`src/rtl/fetch_queue.sv`:
```
// Instruction fetch unit: PC sequencer feeding a DEPTH-entry {PC, INSTR} queue.
// Latency: issue to OUT_VALID is 2 cycles, or 1 cycle with FETCH_BYPASS_EN (empty-queue bypass).
// Backpressure: OUT_READY stalls the head; IREQ is withheld until a slot is reserved for the response.
module fetch_queue #(
  parameter int AW = 30,
  parameter int DW = 32,
  parameter int DEPTH = 4,
  parameter logic [AW-1:0] RESET_PC = '0
) (
  input  logic          CLK,
  input  logic          RSTN,
  output logic          IREQ,
  output logic [AW-1:0] IADDR,
  input  logic [DW-1:0] INSTR,
  input  logic          REDIR_VALID,
  input  logic [AW-1:0] REDIR_ADDR,
  output logic          OUT_VALID,
  input  logic          OUT_READY,
  output logic [DW-1:0] OUT_INSTR,
  output logic [AW-1:0] OUT_PC
);

  localparam int PW = $clog2(DEPTH);
  localparam int CW = $clog2(DEPTH + 1);
  localparam int OW = CW + 1;

  typedef struct packed {
    logic [AW-1:0] pc;
    logic [DW-1:0] instr;
  } entry_t;

  entry_t        mem [DEPTH];
  logic [AW-1:0] pc;
  logic [PW-1:0] wr_ptr;
  logic [PW-1:0] rd_ptr;
  logic [CW-1:0] count;
  logic          inflight;

  logic [OW-1:0] occ;
  logic          fetch_req;
  logic          push;
  logic          pop;
  logic          q_empty;
  logic          out_vld;
  logic          wr_en;
  logic          rd_adv;
  entry_t        resp;
  entry_t        head;

  // Occupancy counts the outstanding response so every push has a slot.
  assign occ       = OW'(count) + OW'(inflight);
  assign fetch_req = RSTN & ~REDIR_VALID & (occ < OW'(DEPTH));
  assign push      = inflight & ~REDIR_VALID;
  assign q_empty   = (count == '0);

  // The response belongs to the previous request, which is always pc-1 while inflight.
  assign resp.pc    = pc - AW'(1);
  assign resp.instr = INSTR;

`ifdef FETCH_BYPASS_EN
  assign out_vld = ~REDIR_VALID & (~q_empty | push);
  assign head    = q_empty ? resp : mem[rd_ptr];
  assign pop     = out_vld & OUT_READY;
  assign wr_en   = push & ~(q_empty & OUT_READY);
  assign rd_adv  = pop & ~q_empty;
`else
  assign out_vld = ~REDIR_VALID & ~q_empty;
  assign head    = mem[rd_ptr];
  assign pop     = out_vld & OUT_READY;
  assign wr_en   = push;
  assign rd_adv  = pop;
`endif

  assign IREQ      = fetch_req;
  assign IADDR     = pc;
  assign OUT_VALID = out_vld;
  assign OUT_INSTR = out_vld ? head.instr : '0;
  assign OUT_PC    = out_vld ? head.pc : '0;

  always_ff @(posedge CLK or negedge RSTN) begin
    if (!RSTN) begin
      pc       <= RESET_PC;
      inflight <= 1'b0;
      count    <= '0;
      wr_ptr   <= '0;
      rd_ptr   <= '0;
    end else if (REDIR_VALID) begin
      pc       <= REDIR_ADDR;
      inflight <= 1'b0;
      count    <= '0;
      wr_ptr   <= '0;
      rd_ptr   <= '0;
    end else begin
      inflight <= fetch_req;
      if (fetch_req) pc <= pc + AW'(1);
      if (wr_en) wr_ptr <= wr_ptr + PW'(1);
      if (rd_adv) rd_ptr <= rd_ptr + PW'(1);
      if (wr_en && !rd_adv) count <= count + CW'(1);
      else if (!wr_en && rd_adv) count <= count - CW'(1);
    end
  end

  // Storage needs no reset: outputs are gated by out_vld.
  always_ff @(posedge CLK) begin
    if (wr_en) mem[wr_ptr] <= resp;
  end

endmodule

```
`config.mk`:
```
export PLATFORM = sky130hd
export DESIGN_NAME = fetch_queue
export DESIGN_NICKNAME = d
export VERILOG_FILES = /design/src/rtl/fetch_queue.sv
export SDC_FILE = /design/constraint.sdc
export NUM_CORES = 1
export LEC_CHECK = 0
export ABC_AREA = 1
export BUFFER_PORTS_ARGS = -buffer_cell sky130_fd_sc_hd__buf_2
export CAP_MARGIN = 20
export CORE_MARGIN = 4
export CORE_UTILIZATION = 45
export DETAILED_ROUTE_END_ITERATION = 10
export PLACE_DENSITY_LB_ADDON = 0.12
export SYNTH_ARGS = -nofsm -noshare
export SYNTH_HDL_FRONTEND = slang
export SYNTH_SLANG_ARGS = --single-unit
```
`constraint.sdc`:
```
create_clock -name CLK -period 6.03 [get_ports CLK]
set_input_delay 0.9045 -clock CLK [delete_from_list [all_inputs] [get_ports CLK]]
set_output_delay 0.9045 -clock CLK [all_outputs]
set_load 0.01 [all_outputs]
```
; Word-level counts from Yosys, hierarchy flattened
; Memory sizes are Yosys's and may differ from the RTL's.
; Cells that the tools add are included.
[totals]
register_bits = 38
ramBits = 248
input_bits = 66
out_inout_bits = 94
mem_count = 1
[memory_table]
columns = name, depth, word_bits, read_ports, rd_clocked_by_memory_dff, wr, line_no
row1 = mem, 4, 62, 1, 0, 1, 32  ; entry_t mem [DEPTH];
[op_classes]
add_sub_neg = 7
n_lt_le_gt_ge = 1
muxes = 14
n_bitwise = 7
reduce_logical = 9
[ops]
columns = cell, count
row1 = $mux W30, 3
row2 = $mux W32, 1
row3 = $add A30 B1 Y30 const B, 1
row4 = $sub A30 B1 Y30 const B, 1
row5 = $mux W3, 3
row6 = $mux W2, 4
row7 = $reduce_bool A2 Y1, 3
row8 = $and A1 B1 Y1, 5
row9 = $add A2 B1 Y2 const B, 2
row10 = $add A3 B1 Y4, 1
row11 = $lt A4 B3 Y1 const B, 1
row12 = $add A3 B1 Y3 const B, 1
row13 = $logic_not A3 Y1, 1
row14 = $mux W1, 3
row15 = $reduce_bool A3 Y1, 1
row16 = $sub A3 B1 Y3 const B, 1
row17 = $logic_and A1 B1 Y1, 2
row18 = $logic_not A1 Y1, 2
row19 = $not A1 Y1, 2

; Logic depth before layout (Yosys ltp)
[depth]
word_depth = 8
mapped_depth = 12
mapped_depth_nobuf = 12

; Least setup slack after synthesis
; OpenSTA, ideal clock, no wires.
[synth_path]
path_kind = input -> register
startpoint = input port REDIR_VALID
endpoint = memory mem[0][0] in the netlist's numbering, enable pin
setup_ns = 0.482
t_arrival_ns = 3.790
required_time_ns = 5.548
path_slack_ns = 1.758
stages = 3
path_cell_list = nor2_1 inv_1 nor2_1
[synth_between]
elab_chain_len = 4
[synth_lines]
columns = item, line_no
row1 = "start, declared", 15  ; input logic REDIR_VALID,
row2 = $not A1 Y1, 53  ; assign push = inflight & ~REDIR_VALID;
row3 = $and A1 B1 Y1, 53
row4 = $mux W1, 105  ; if (wr_en) mem[wr_ptr] <= resp;
row5 = $mux W1 (implied by the code), 105
row6 = "end, declared", 32
; Every way passes these cells.

; Worst setup path in the final report
[layout_path]
startpoint = input port REDIR_VALID
endpoint = output port OUT_INSTR[7]
[layout_between]
elab_chain_len = 3
[layout_lines]
columns = item, line_no
row1 = $not A1 Y1, 67  ; assign out_vld = ~REDIR_VALID & ~q_empty;
row2 = $and A1 B1 Y1, 67
row3 = $mux W32, 77  ; assign OUT_INSTR = out_vld ? head.instr : '0;
row4 = "end, declared", 19  ; output logic [DW-1:0] OUT_INSTR,
; Every way passes these cells.

==> key figures <==
CTS
  – H-tree Lvls: 1
  – Clock buffer depth: 3
  – Clk sinks: 286
  – CTS tree: built
  – Root buffer cell: clkbuf_16
  – Num CTS Buffers: 31
  – CTS Hold Buffers Added: 0
  – Clock slew at reported path FFs: 60 ps
  – Worst-skew pair later-pin latency: 540 ps
  – Post-CTS sizing: 0
  – Post-CTS Setup Bufs: 0

Placement
  – Dpl ws: 2000 ps
  – Port bufs: 159
  – Cells after DPL: 1,811
  – GP Congestion: 0.893
  – HPWL reported at the end of detailed placement: 21,100 um

Yosys
  – Synth top area share: 0.575
  – Fraction of synthesized area in multiplexers: 0
  – Avg Cell Area, Syn: 9.82 um^2
  – Post-synth EDFFs: 248
  – Simple-Gate Fraction of Synth Area: 0.189
  – Synthesized area: 13,000 um^2
  – Commonest cells post-synth: nor2_1 (345), edfxtp_1 (248), nand2_1 (217), o21ai_0 (153), inv_1 (78)
  – Fraction of registers with async set/reset: 0.133
  – Largest family of logic cells by synthesized area: simple AND/OR/NAND/NOR gates
  – Synth Area in Compound Gates: 0.0931
  – Mapped Cells: 1,320
  – Synth Flop Type: edfxtp_1
  – Synth unique cells: 32
  – Synth Area in XOR/XNOR: 0.0182
  – #FFs+latches synth: 286
  – Largest area contributor in the netlist: edfxtp_1
  – Adder-cell area share of the yosys netlist: 0.00734
  – Ys Warns: 0
  – Seq/Total Area, Yosys: 0.648
  – Most numerous cell in the Yosys netlist: nor2_1
  – Area contributors post-synth: edfxtp_1 (57%), nor2_1 (10%), dfrtp_1 (7.3%)
  – Syn_nets: 1,393

Route
  – DR pass1 iterations: 5
  – Residual DRC count: 0
  – Via density: 5.16
  – WL final: 32,800 um
  – DRT antenna net count: 0
  – Iter 0 DRT Violations: 797
  – WL per Instance: 17.6 um
  – Via count: 9,649

GRT
  – Largest net degree at the start of global routing: 77
  – Grt total ovfl: 0
  – Initial antenna violation count: 0
  – GR Util met3: 0.0322
  – First-pass GRT wire length: 50,900 um
  – Met1 Track Usage GR: 0.284
  – Total Routing Usage GR: 0.205
  – Met2 Track Usage GR: 0.339
  – Most Used Layer, Global Route: met2
  – Number of global-route vias before repair: 9,308

Setup path
  – Req. time, crit path: 5130 ps
  – Worst-path maximum fanout: 40
  – Crit path kind: input pin to primary output
  – Critical Path Source Type: input pin
  – Critical path arrival: 3090 ps
  – Crit end category: primary output

Job
  – Max-Cap Viols: 0

Floorplan
  – Row count: 61
  – Initial Util: 0.461
  – CORE AREA: 28,100 um^2
  – Die H: 178 um
  – Die W: 178 um
  – Boundary pin count: 160
  – Die area: 31,600 um^2

Timing
  – Period utilization: 0.662
  – Clock Skews: 7.63 ps
  – Endpoints failing setup: 0
  – Peak Freq: 0.250 GHz
  – Fin crit period: 3990 ps
  – Slew headroom: 0.307
  – Slew @ Worst Pin: 1040 ps
  – RSZ-0062 raised after global routing: no
  – Worst setup margin: 2040 ps
  – Final setup TNS: 0 ps
  – Final slew viol count: 0
  – Count of final hold-check violations: 0

Pwr
  – Max VDD drop: 0.262 mV
  – Cell Pwr Density: 342 nW/um^2
  – Static leakage: 5.91 nW
  – PnR Total Power: 0.00516 W

Cells and area
  – # diodes: 0
  – P&R area growth vs syn: 16.5%
  – Reg area: 8400 um^2
  – Layout cell share with drive strength beyond 1: 0.162
  – Layout Cells excl Fill: 1,869
  – Fillcell total: 2,557
  – Net count, final: 1,539
  – Footprint of the multi-input gates: 4020 um^2

Run status
  – Run status: complete, no violations

Worst hold path
  – HP Class: input pin to asynchronous set/reset pin
[area by class of cell]
cell class              instances  area share
repair buffers                174      0.0602
well taps                     378      0.0313
clock buffers                  35      0.0524
multi-input cells             892       0.266
flip-flops and latches        286       0.556
clock inverters                23      0.0132
inverters                      81      0.0201
[state kept, by name (all words and copies together) (netlist names)]
| name | flops |
|---|---|
| inflight | 1 |
| IADDR | 30 |
| wr_ptr | 2 |
| count | 3 |
| rd_ptr | 2 |
| mem | 248 |
[power breakdown]
part	switching [W]	leakage (nW)	internal, W	total (W)
registers	0.000109	2.71	0.00226	0.00237
logic	0.000672	2.72	0.000303	0.000975
clock network	0.000748	0.487	0.00107	0.00182
total	0.00153	5.91	0.00363	0.00516
[critical path: stages]
cell	delay, ps
buf_2	560
inv_1	290
nand2_2	590
buf_4	440
a21oi_1	90
buf_2	160
[logic make-up (layout without fill, tap and decap cells)]
family	Yosys count	after routing
adder cells (fa/ha/maj)	7	7
AND/OR/NAND/NOR	623	623
buffers and inverters	142	313
XOR/XNOR	27	27
AO/OA/AOI/OAI	235	235
flip-flops	286	286
[layer usage]
metal  wire length (um)  vias to the layer above
li1                   -                     4722
met1              14400                     4550
met2              15400                      322
met3               2140                       55
met4                874                        0
met5                  0                        -
[through the flow]
| step | hold slack (ps) | util | instance area, um^2 |
|---|---|---|---|
| after floorplan | 471 | - | 13000 |
| after global placement | 492 | 0.502 | 14100 |
| after detailed placement | 508 | 0.502 | 14100 |
| after CTS | 432 | 0.538 | 15100 |
| after global routing | 461 | 0.538 | 15100 |
| final | 421 | 0.538 | 15100 |
[cells in the final DEF, fill, tap and decap left out, drive strengths merged]
master	instances
nor3	1
o31ai	1
nor3b	1
clkbuf	35
fa	1
o211ai	6
nand4	5
ha	6
clkinv	16
edfxtp	248
clkinvlp	2
xnor2	2
dfrtp	38
o221ai	1
buf	174
nand2	217
and3	1
nor2	354
a22oi	1
nand3	43
inv	83
bufinv	3
and2	1
a31oi	1
a21oi	64
xor2	25
o21ai	159
o21bai	2
[worst paths after layout]
kind / start / end / slack [ps] / depth (start not counted)
max: REDIR_VALID / OUT_INSTR[7] / 2040 / 6
min: RSTN / IADDR[28]$_DFFE_PN0P_ / 420 / 2
max reg2reg: inflight$_DFF_PN0_ / mem[0][55]$_DFFE_PP_ / 3430 / 5
min reg2reg: count[0]$_DFFE_PN0P_ / count[0]$_DFFE_PN0P_ / 530 / 2
max in group asynchronous: RSTN / rd_ptr[0]$_DFFE_PN0P_ / 5140 / 2
min in group CLK: count[0]$_DFFE_PN0P_ / count[0]$_DFFE_PN0P_ / 530 / 2
Note: power is estimated with default switching activity, not from simulation.
